<file path="src/rtl/glitch_sequencer_if.sv">
// Control/config/status bundle between a glitch controller and glitch_sequencer.
interface glitch_sequencer_if #(
  parameter int unsigned CNT_W = 32,
  parameter int unsigned NUM_W = 8
);
  logic             arm;
  logic             free_run;
  logic             abort;
  logic             trig_in;
  logic [CNT_W-1:0] cfg_delay;
  logic [CNT_W-1:0] cfg_width;
  logic [CNT_W-1:0] cfg_gap;
  logic [CNT_W-1:0] cfg_period;
  logic [NUM_W-1:0] cfg_count;
  logic             glitch_out;
  logic             busy;
  logic             done;
  logic [NUM_W-1:0] pulse_cnt;

  modport master (
    output arm, free_run, abort, trig_in,
    output cfg_delay, cfg_width, cfg_gap, cfg_period, cfg_count,
    input  glitch_out, busy, done, pulse_cnt
  );

  modport slave (
    input  arm, free_run, abort, trig_in,
    input  cfg_delay, cfg_width, cfg_gap, cfg_period, cfg_count,
    output glitch_out, busy, done, pulse_cnt
  );
endinterface

</file>
<file path="src/rtl/glitch_sequencer.sv">
// Programmable glitch burst generator: delay / width / gap / count / period,
// launched by a synchronised trigger edge (single-shot) or autonomously (free-run).
module glitch_sequencer #(
  parameter int unsigned CNT_W       = 32,
  parameter int unsigned NUM_W       = 8,
  parameter int unsigned ACTIVE_HIGH = 1,
  parameter int unsigned SYNC_STAGES = 2
) (
  input  logic              clk,
  input  logic              rst,
  glitch_sequencer_if.slave bus
);

  localparam logic IDLE_LVL = (ACTIVE_HIGH == 0) ? 1'b1 : 1'b0;

  typedef enum logic [2:0] {
    S_IDLE, S_ARMED, S_DELAY, S_PULSE, S_GAP, S_END, S_HOLD
  } state_t;

  state_t                 state_q, state_d;
  logic [CNT_W-1:0]       cnt_q, cnt_d;
  logic [NUM_W-1:0]       pcnt_q, pcnt_d;
  logic                   glitch_q, glitch_d;
  logic                   busy_q, busy_d;
  logic                   done_q, done_d;
  logic                   latch;

  logic [SYNC_STAGES-1:0] sync_q;
  logic                   trig_prev_q;
  logic                   trig_rise_q;

  logic [CNT_W-1:0]       sh_delay, sh_width, sh_gap, sh_period;
  logic [NUM_W-1:0]       sh_count;
  logic                   sh_free;

  // Down-counter load value for an N-cycle stay where 0 is treated as 1.
  function automatic logic [CNT_W-1:0] len_m1(input logic [CNT_W-1:0] v);
    return (v == '0) ? '0 : v - CNT_W'(1);
  endfunction

  // Trigger synchroniser and registered rising-edge detector, running in every state.
  always_ff @(posedge clk or posedge rst) begin
    if (rst) begin
      sync_q      <= '0;
      trig_prev_q <= 1'b0;
      trig_rise_q <= 1'b0;
    end else begin
      sync_q      <= {sync_q[SYNC_STAGES-2:0], bus.trig_in};
      trig_prev_q <= sync_q[SYNC_STAGES-1];
      trig_rise_q <= sync_q[SYNC_STAGES-1] & ~trig_prev_q;
    end
  end

  // Shadow configuration, captured only at the arm point.
  always_ff @(posedge clk or posedge rst) begin
    if (rst) begin
      sh_delay  <= '0;
      sh_width  <= '0;
      sh_gap    <= '0;
      sh_period <= '0;
      sh_count  <= '0;
      sh_free   <= 1'b0;
    end else if (latch) begin
      sh_delay  <= bus.cfg_delay;
      sh_width  <= bus.cfg_width;
      sh_gap    <= bus.cfg_gap;
      sh_period <= bus.cfg_period;
      sh_count  <= bus.cfg_count;
      sh_free   <= bus.free_run;
    end
  end

  always_ff @(posedge clk or posedge rst) begin
    if (rst) begin
      state_q  <= S_IDLE;
      cnt_q    <= '0;
      pcnt_q   <= '0;
      glitch_q <= IDLE_LVL;
      busy_q   <= 1'b0;
      done_q   <= 1'b0;
    end else begin
      state_q  <= state_d;
      cnt_q    <= cnt_d;
      pcnt_q   <= pcnt_d;
      glitch_q <= glitch_d;
      busy_q   <= busy_d;
      done_q   <= done_d;
    end
  end

  // Next state; outputs are registered from the next state so they align with it.
  // Free-run always passes through DELAY for at least one cycle, even with delay 0.
  always_comb begin
    state_d = state_q;
    cnt_d   = cnt_q;
    pcnt_d  = pcnt_q;
    latch   = 1'b0;

    unique case (state_q)
      S_IDLE: begin
        if (bus.arm) begin
          latch = 1'b1;
          if (bus.free_run) begin
            state_d = S_DELAY;
            cnt_d   = len_m1(bus.cfg_delay);
            pcnt_d  = '0;
          end else begin
            state_d = S_ARMED;
          end
        end
      end
      S_ARMED: begin
        if (trig_rise_q) begin
          pcnt_d = '0;
          if (sh_delay != '0) begin
            state_d = S_DELAY;
            cnt_d   = sh_delay - CNT_W'(1);
          end else if (sh_count != '0) begin
            state_d = S_PULSE;
            cnt_d   = len_m1(sh_width);
          end else begin
            state_d = S_END;
          end
        end
      end
      S_DELAY: begin
        if (cnt_q != '0) begin
          cnt_d = cnt_q - CNT_W'(1);
        end else if (sh_count != '0) begin
          state_d = S_PULSE;
          cnt_d   = len_m1(sh_width);
        end else begin
          state_d = S_END;
        end
      end
      S_PULSE: begin
        if (cnt_q != '0) begin
          cnt_d = cnt_q - CNT_W'(1);
        end else begin
          pcnt_d = pcnt_q + NUM_W'(1);
          if (({1'b0, pcnt_q} + (NUM_W+1)'(1)) < {1'b0, sh_count}) begin
            state_d = S_GAP;
            cnt_d   = len_m1(sh_gap);
          end else begin
            state_d = S_END;
          end
        end
      end
      S_GAP: begin
        if (cnt_q != '0) begin
          cnt_d = cnt_q - CNT_W'(1);
        end else begin
          state_d = S_PULSE;
          cnt_d   = len_m1(sh_width);
        end
      end
      S_END: begin
        if (sh_free) begin
          state_d = S_HOLD;
          cnt_d   = len_m1(sh_period);
        end else begin
          state_d = S_IDLE;
        end
      end
      S_HOLD: begin
        if (cnt_q != '0) begin
          cnt_d = cnt_q - CNT_W'(1);
        end else begin
          state_d = S_DELAY;
          cnt_d   = len_m1(sh_delay);
          pcnt_d  = '0;
        end
      end
      default: state_d = S_IDLE;
    endcase

    // Abort wins over everything, including a same-cycle arm; pulse count is frozen.
    if (bus.abort) begin
      state_d = S_IDLE;
      cnt_d   = '0;
      pcnt_d  = pcnt_q;
      latch   = 1'b0;
    end

    glitch_d = (state_d == S_PULSE) ? ~IDLE_LVL : IDLE_LVL;
    busy_d   = (state_d != S_IDLE);
    done_d   = (state_d == S_END);
  end

  assign bus.glitch_out = glitch_q;
  assign bus.busy       = busy_q;
  assign bus.done       = done_q;
  assign bus.pulse_cnt  = pcnt_q;

endmodule

</file>
<file path="src/flat_wrapper.sv">
// flat-port wrapper written by rule: the top's interface ports become plain ports
module glitch_sequencer_flat 
#(
  parameter int unsigned CNT_W       = 32,
  parameter int unsigned NUM_W       = 8,
  parameter int unsigned ACTIVE_HIGH = 1,
  parameter int unsigned SYNC_STAGES = 2
)
  (clk, rst, bus_arm, bus_free_run, bus_abort, bus_trig_in, bus_cfg_delay, bus_cfg_width, bus_cfg_gap, bus_cfg_period, bus_cfg_count, bus_glitch_out, bus_busy, bus_done, bus_pulse_cnt);
  glitch_sequencer_if #(.CNT_W(CNT_W), .NUM_W(NUM_W)) bus_i ();
  input  logic clk;
  input  logic rst;
  input wire logic [$bits(bus_i.arm)-1:0] bus_arm;
  input wire logic [$bits(bus_i.free_run)-1:0] bus_free_run;
  input wire logic [$bits(bus_i.abort)-1:0] bus_abort;
  input wire logic [$bits(bus_i.trig_in)-1:0] bus_trig_in;
  input wire logic [$bits(bus_i.cfg_delay)-1:0] bus_cfg_delay;
  input wire logic [$bits(bus_i.cfg_width)-1:0] bus_cfg_width;
  input wire logic [$bits(bus_i.cfg_gap)-1:0] bus_cfg_gap;
  input wire logic [$bits(bus_i.cfg_period)-1:0] bus_cfg_period;
  input wire logic [$bits(bus_i.cfg_count)-1:0] bus_cfg_count;
  output wire logic [$bits(bus_i.glitch_out)-1:0] bus_glitch_out;
  output wire logic [$bits(bus_i.busy)-1:0] bus_busy;
  output wire logic [$bits(bus_i.done)-1:0] bus_done;
  output wire logic [$bits(bus_i.pulse_cnt)-1:0] bus_pulse_cnt;
  assign bus_i.arm = bus_arm;
  assign bus_i.free_run = bus_free_run;
  assign bus_i.abort = bus_abort;
  assign bus_i.trig_in = bus_trig_in;
  assign bus_i.cfg_delay = bus_cfg_delay;
  assign bus_i.cfg_width = bus_cfg_width;
  assign bus_i.cfg_gap = bus_cfg_gap;
  assign bus_i.cfg_period = bus_cfg_period;
  assign bus_i.cfg_count = bus_cfg_count;
  assign bus_glitch_out = bus_i.glitch_out;
  assign bus_busy = bus_i.busy;
  assign bus_done = bus_i.done;
  assign bus_pulse_cnt = bus_i.pulse_cnt;
  glitch_sequencer #(.CNT_W(CNT_W), .NUM_W(NUM_W), .ACTIVE_HIGH(ACTIVE_HIGH), .SYNC_STAGES(SYNC_STAGES)) u_core (.clk(clk), .rst(rst), .bus(bus_i));
endmodule
</file>
<file path="config.mk">
export PLATFORM = sky130hd
export DESIGN_NAME = glitch_sequencer_flat
export DESIGN_NICKNAME = d
export VERILOG_FILES = /design/src/rtl/glitch_sequencer_if.sv /design/src/rtl/glitch_sequencer.sv /design/src/flat_wrapper.sv
export SDC_FILE = /design/constraint.sdc
export NUM_CORES = 1
export LEC_CHECK = 0
export ABC_AREA = 1
export BUFFER_PORTS_ARGS = -buffer_cell sky130_fd_sc_hd__buf_2
export CORE_ASPECT_RATIO = 2
export CORE_MARGIN = 10
export CORE_UTILIZATION = 55
export CTS_CLUSTER_DIAMETER = 100
export DETAILED_ROUTE_END_ITERATION = 6
export PLACE_DENSITY = 0.75
export SYNTH_ARGS = -nofsm -noshare
export SYNTH_HDL_FRONTEND = slang
export SYNTH_SLANG_ARGS = --single-unit
</file>
<file path="constraint.sdc">
create_clock -name clk -period 7.7 [get_ports clk]
set_clock_uncertainty 0.15 [all_clocks]
set_input_delay 1.54 -clock clk [delete_from_list [all_inputs] [get_ports clk]]
set_output_delay 1.54 -clock clk [all_outputs]
set_load 0.005 [all_outputs]
</file>
==> results.md <==
* Switching Fraction at 48.52%
* Insertion delay to the later sink of the worst-skew pair at 480 ps
* Dpl hpwl at 55530 um
* 1st-iter DRT viols at 2192
* Pwr/cell area at 238.9 nW/um^2
* Htree depth at 4
* Number of remaining DRC errors at 1
* CP cell instances: nor2_1 > nand2_1 > clkinv_1 > o31ai_1 > inv_1 > nor2_1 > nand3_1 > nand2_1 > nand2_1 > nand3_1 > nand2_1
* PortBufs at 152
* Min Hold Slack at 219.2 ps
* Yosys warns at 0
* Final instance area at 17730 um^2
* Syn_nets at 2844
* Via count at 19140
* Post-CTS sizing at 0
* Most frequent cells in the layout: nand2_1 (720), nor2_1 (495), nand3_1 (338)
* Worst IR Drop VDD at 0.1973 mV
* Clock Path Buffers at 2
* Arrival time worst endpoint at 4520 ps
* Num CTS Buffers at 17
* Worst path max stage delay at 950 ps
* Drt via density at 6.075
* Worst Path Required at 7930 ps
* Final Hold Fails at 0
* Leak Pwr at 8.650 nW
* Clock transition at path regs at 80 ps
* Post-synthesis register bit count at 187
* Site Rows at 88
* CP delay by family, top: simple AND/OR/NAND/NOR gates
* Crit-path slowest cell: clkinv_1
* Post-Syn Area per Cell at 6.022 um^2
* First-pass GRT wire length at 107600 um
* Logic pwr share at 40.8%
* Count of different cell masters after synthesis at 47
* Final net count at 2935
* Startpoint types: flop
* RSZ-0062 raised after global routing: no
* Final min period at 4291 ps
* Total grt overflow at 0
* Fin. max-slew vios at 0
* Placed cell areas at 17090 um^2
* Layout filler cell count at 2913
* Max Cap Viol at 0
* Sequential share of the synthesized area at 28.94%
* Initial Util at 55.83%
* Crit Path Category: reg -> reg
* CP most frequent cell: nand2_1
* Die width at 141.2 um
* Int Power at 2.180 mW
* Synthesized netlist cell count at 2685
* CP Max Fanout at 28
* Post-CTS Hold Buffers at 0
* Slew @ Worst Pin at 1198 ps
* Setup TNS Final at 0 ps
* Layout cells sized above 1 at 9.537%
* Flop pwr share at 36.1%
* Initial antenna violation count at 2
* Num Clock Sinks at 187
* DRT antenna net count at 0
* Buffers & Inverters on Critical Path at 2
* Synth-to-layout area growth at 9.658%
* Clk root buf: clkbuf_16
* DR pass1 iterations at 7
* CTS tree: done
* RePlAce Congestion at 1.122
* Cell area after synthesis at 16170 um^2
* Slew HR at 19.98%
* Clock share of power at 23.1%
* Largest net degree at the start of global routing at 105
* Achievable Freq at 0.2331 GHz
* Routed len/inst at 23.05 um
* Post-CTS setup buffers at 0
* Outcome: finished with violations
* Top FF cell, synth: dfrtp_1
* Most common cell after layout, fill and taps aside: nand2_1
* Post-route clock period utilization at 55.73%
* Setup violations, final at 0
* Async SR Flop Fraction at 100.0%
* Critical path endpoint category: flop
* Psw at 2.055 mW
* Total GRT Usage at 38.27%
* Vias in the first global route at 18100
* Total core area at 28960 um^2
* EDFF count, synth at 0
* Die area at 37070 um^2
* Failing checks: DRC
* IO Count at 153
* Total Routed Length at 72620 um
* Die height at 262.5 um
* Worst min path class: reg -> reg
==> final cells by class <==
type	count	area [um^2]	area share, %
clock inverters	15	205.2	1.157
well taps	360	450.4	2.541
inverters	284	1071	6.041
multi-input cells	2124	10060	56.73
diodes	2	5.005	0.02823
repair buffers	162	835.8	4.714
clock buffers	17	425.4	2.399
flip-flops and latches	187	4679	26.39
==> worst register-to-register path: stages (launching register included) <==
cell and delay, ps:
dfrtp_1 540, nor2_1 100, nand2_1 370, clkinv_1 950, o31ai_1 830, inv_1 170
nor2_1 650, nand3_1 150, nand2_1 100, nand2_1 60, nand3_1 60, nand2_1 60
==> final timing paths <==
kind | cells after the start | from | slack [ps] | end
setup / recovery | 11 | u_core.state_q[1] | 3410 | u_core.cnt_q[0]
hold / removal | 0 | u_core.sync_q[0] | 220 | u_core.sync_q[1]
setup reg to reg | 11 | u_core.state_q[1] | 3410 | u_core.cnt_q[0]
hold reg to reg | 0 | u_core.sync_q[0] | 220 | u_core.sync_q[1]
max in group asynchronous | 3 | rst | 4870 | u_core.sh_width[22]
min in group asynchronous | 2 | rst | 1010 | u_core.sync_q[1]
==> state kept, by name (all words and copies together) (netlist names), 2 cells and up <==
register,flops
u_core.sync_q,2
u_core.bus.pulse_cnt,8
u_core.sh_period,32
u_core.sh_width,32
u_core.sh_delay,32
u_core.state_q,3
u_core.cnt_q,32
u_core.sh_gap,32
u_core.sh_count,8
==> cells in the mapped netlist, types with 2 or more instances <==
| master | number | area (um^2) |
|---|---|---|
| o211ai_1 | 5 | 37.54 |
| buf_1 | 8 | 30.03 |
| a31oi_1 | 2 | 12.51 |
| nand3_2 | 11 | 110.1 |
| inv_1 | 271 | 1017 |
| nor4_1 | 4 | 25.02 |
| o31ai_1 | 2 | 15.01 |
| clkinv_1 | 3 | 11.26 |
| nor2_2 | 15 | 93.84 |
| o21ai_1 | 11 | 55.05 |
| inv_2 | 10 | 37.54 |
| nor2_1 | 498 | 1869 |
| ha_1 | 17 | 212.7 |
| nand2_2 | 5 | 31.28 |
| xor2_1 | 78 | 683.2 |
| buf_4 | 4 | 30.03 |
| nand3_1 | 339 | 1697 |
| o21ai_2 | 3 | 26.28 |
| nand3b_1 | 25 | 187.7 |
| o21ai_0 | 123 | 615.6 |
| nand4_1 | 77 | 481.7 |
| nor3_1 | 25 | 125.1 |
| buf_6 | 4 | 45.04 |
| nor2_4 | 5 | 56.30 |
| xnor2_1 | 9 | 78.83 |
| nand2_1 | 720 | 2703 |
| clkbuf_1 | 50 | 187.7 |
| buf_2 | 23 | 115.1 |
| mux2_2 | 8 | 90.09 |
| a21oi_1 | 119 | 595.6 |
| o22ai_1 | 2 | 12.51 |
| o21bai_1 | 5 | 37.54 |
| dfrtp_1 | 187 | 4679 |
| or2_2 | 4 | 25.02 |
==> metal layers <==
| layer | global-route usage, % | wire [um] | vias up |
|---|---|---|---|
| met1 | 40.35 | 23470 | 8774 |
| li1 | - | - | 8835 |
| met5 | 0 | 32 | - |
| met2 | 63.10 | 35020 | 1179 |
| met4 | 32.61 | 7618 | 4 |
| met3 | 7.990 | 6482 | 350 |
==> power by group through the flow <==
| stage | combinational [mW] | clock (mW) | sequential [mW] |
|---|---|---|---|
| after detailed placement | 1.65 | 0 | 1.52 |
| after CTS | 1.66 | 0.977 | 1.51 |
| after floorplan | 1.15 | 0 | 1.40 |
| final | 1.73 | 0.979 | 1.53 |
| after global placement | 1.62 | 0 | 1.52 |
| after global routing | 1.89 | 1.01 | 1.54 |
==> cells by family after synthesis <==
group / Yosys count / share of synthesized area (%)
multiplexers: 8 / 0.5572
AO/OA/AOI/OAI: 278 / 9.101
adder cells (fa/ha/maj): 17 / 1.316
buffers and inverters: 374 / 9.147
flip-flops: 187 / 28.94
XOR/XNOR: 87 / 4.713
AND/OR/NAND/NOR: 1734 / 46.22
==> metrics by stage <==
step                instances  worst slack [ps]  total power [mW]  utilization, %
floorplan                2685             924.6             2.551               -
global placement         3117              3202             3.143           59.00
detailed placement       3117              3756             3.174           59.03
CTS                      3149              3905             4.144           61.21
global route             3149              3285             4.440           61.21
finish                   3151              3409             4.236           61.23
Power figures use the tool's default switching activity.
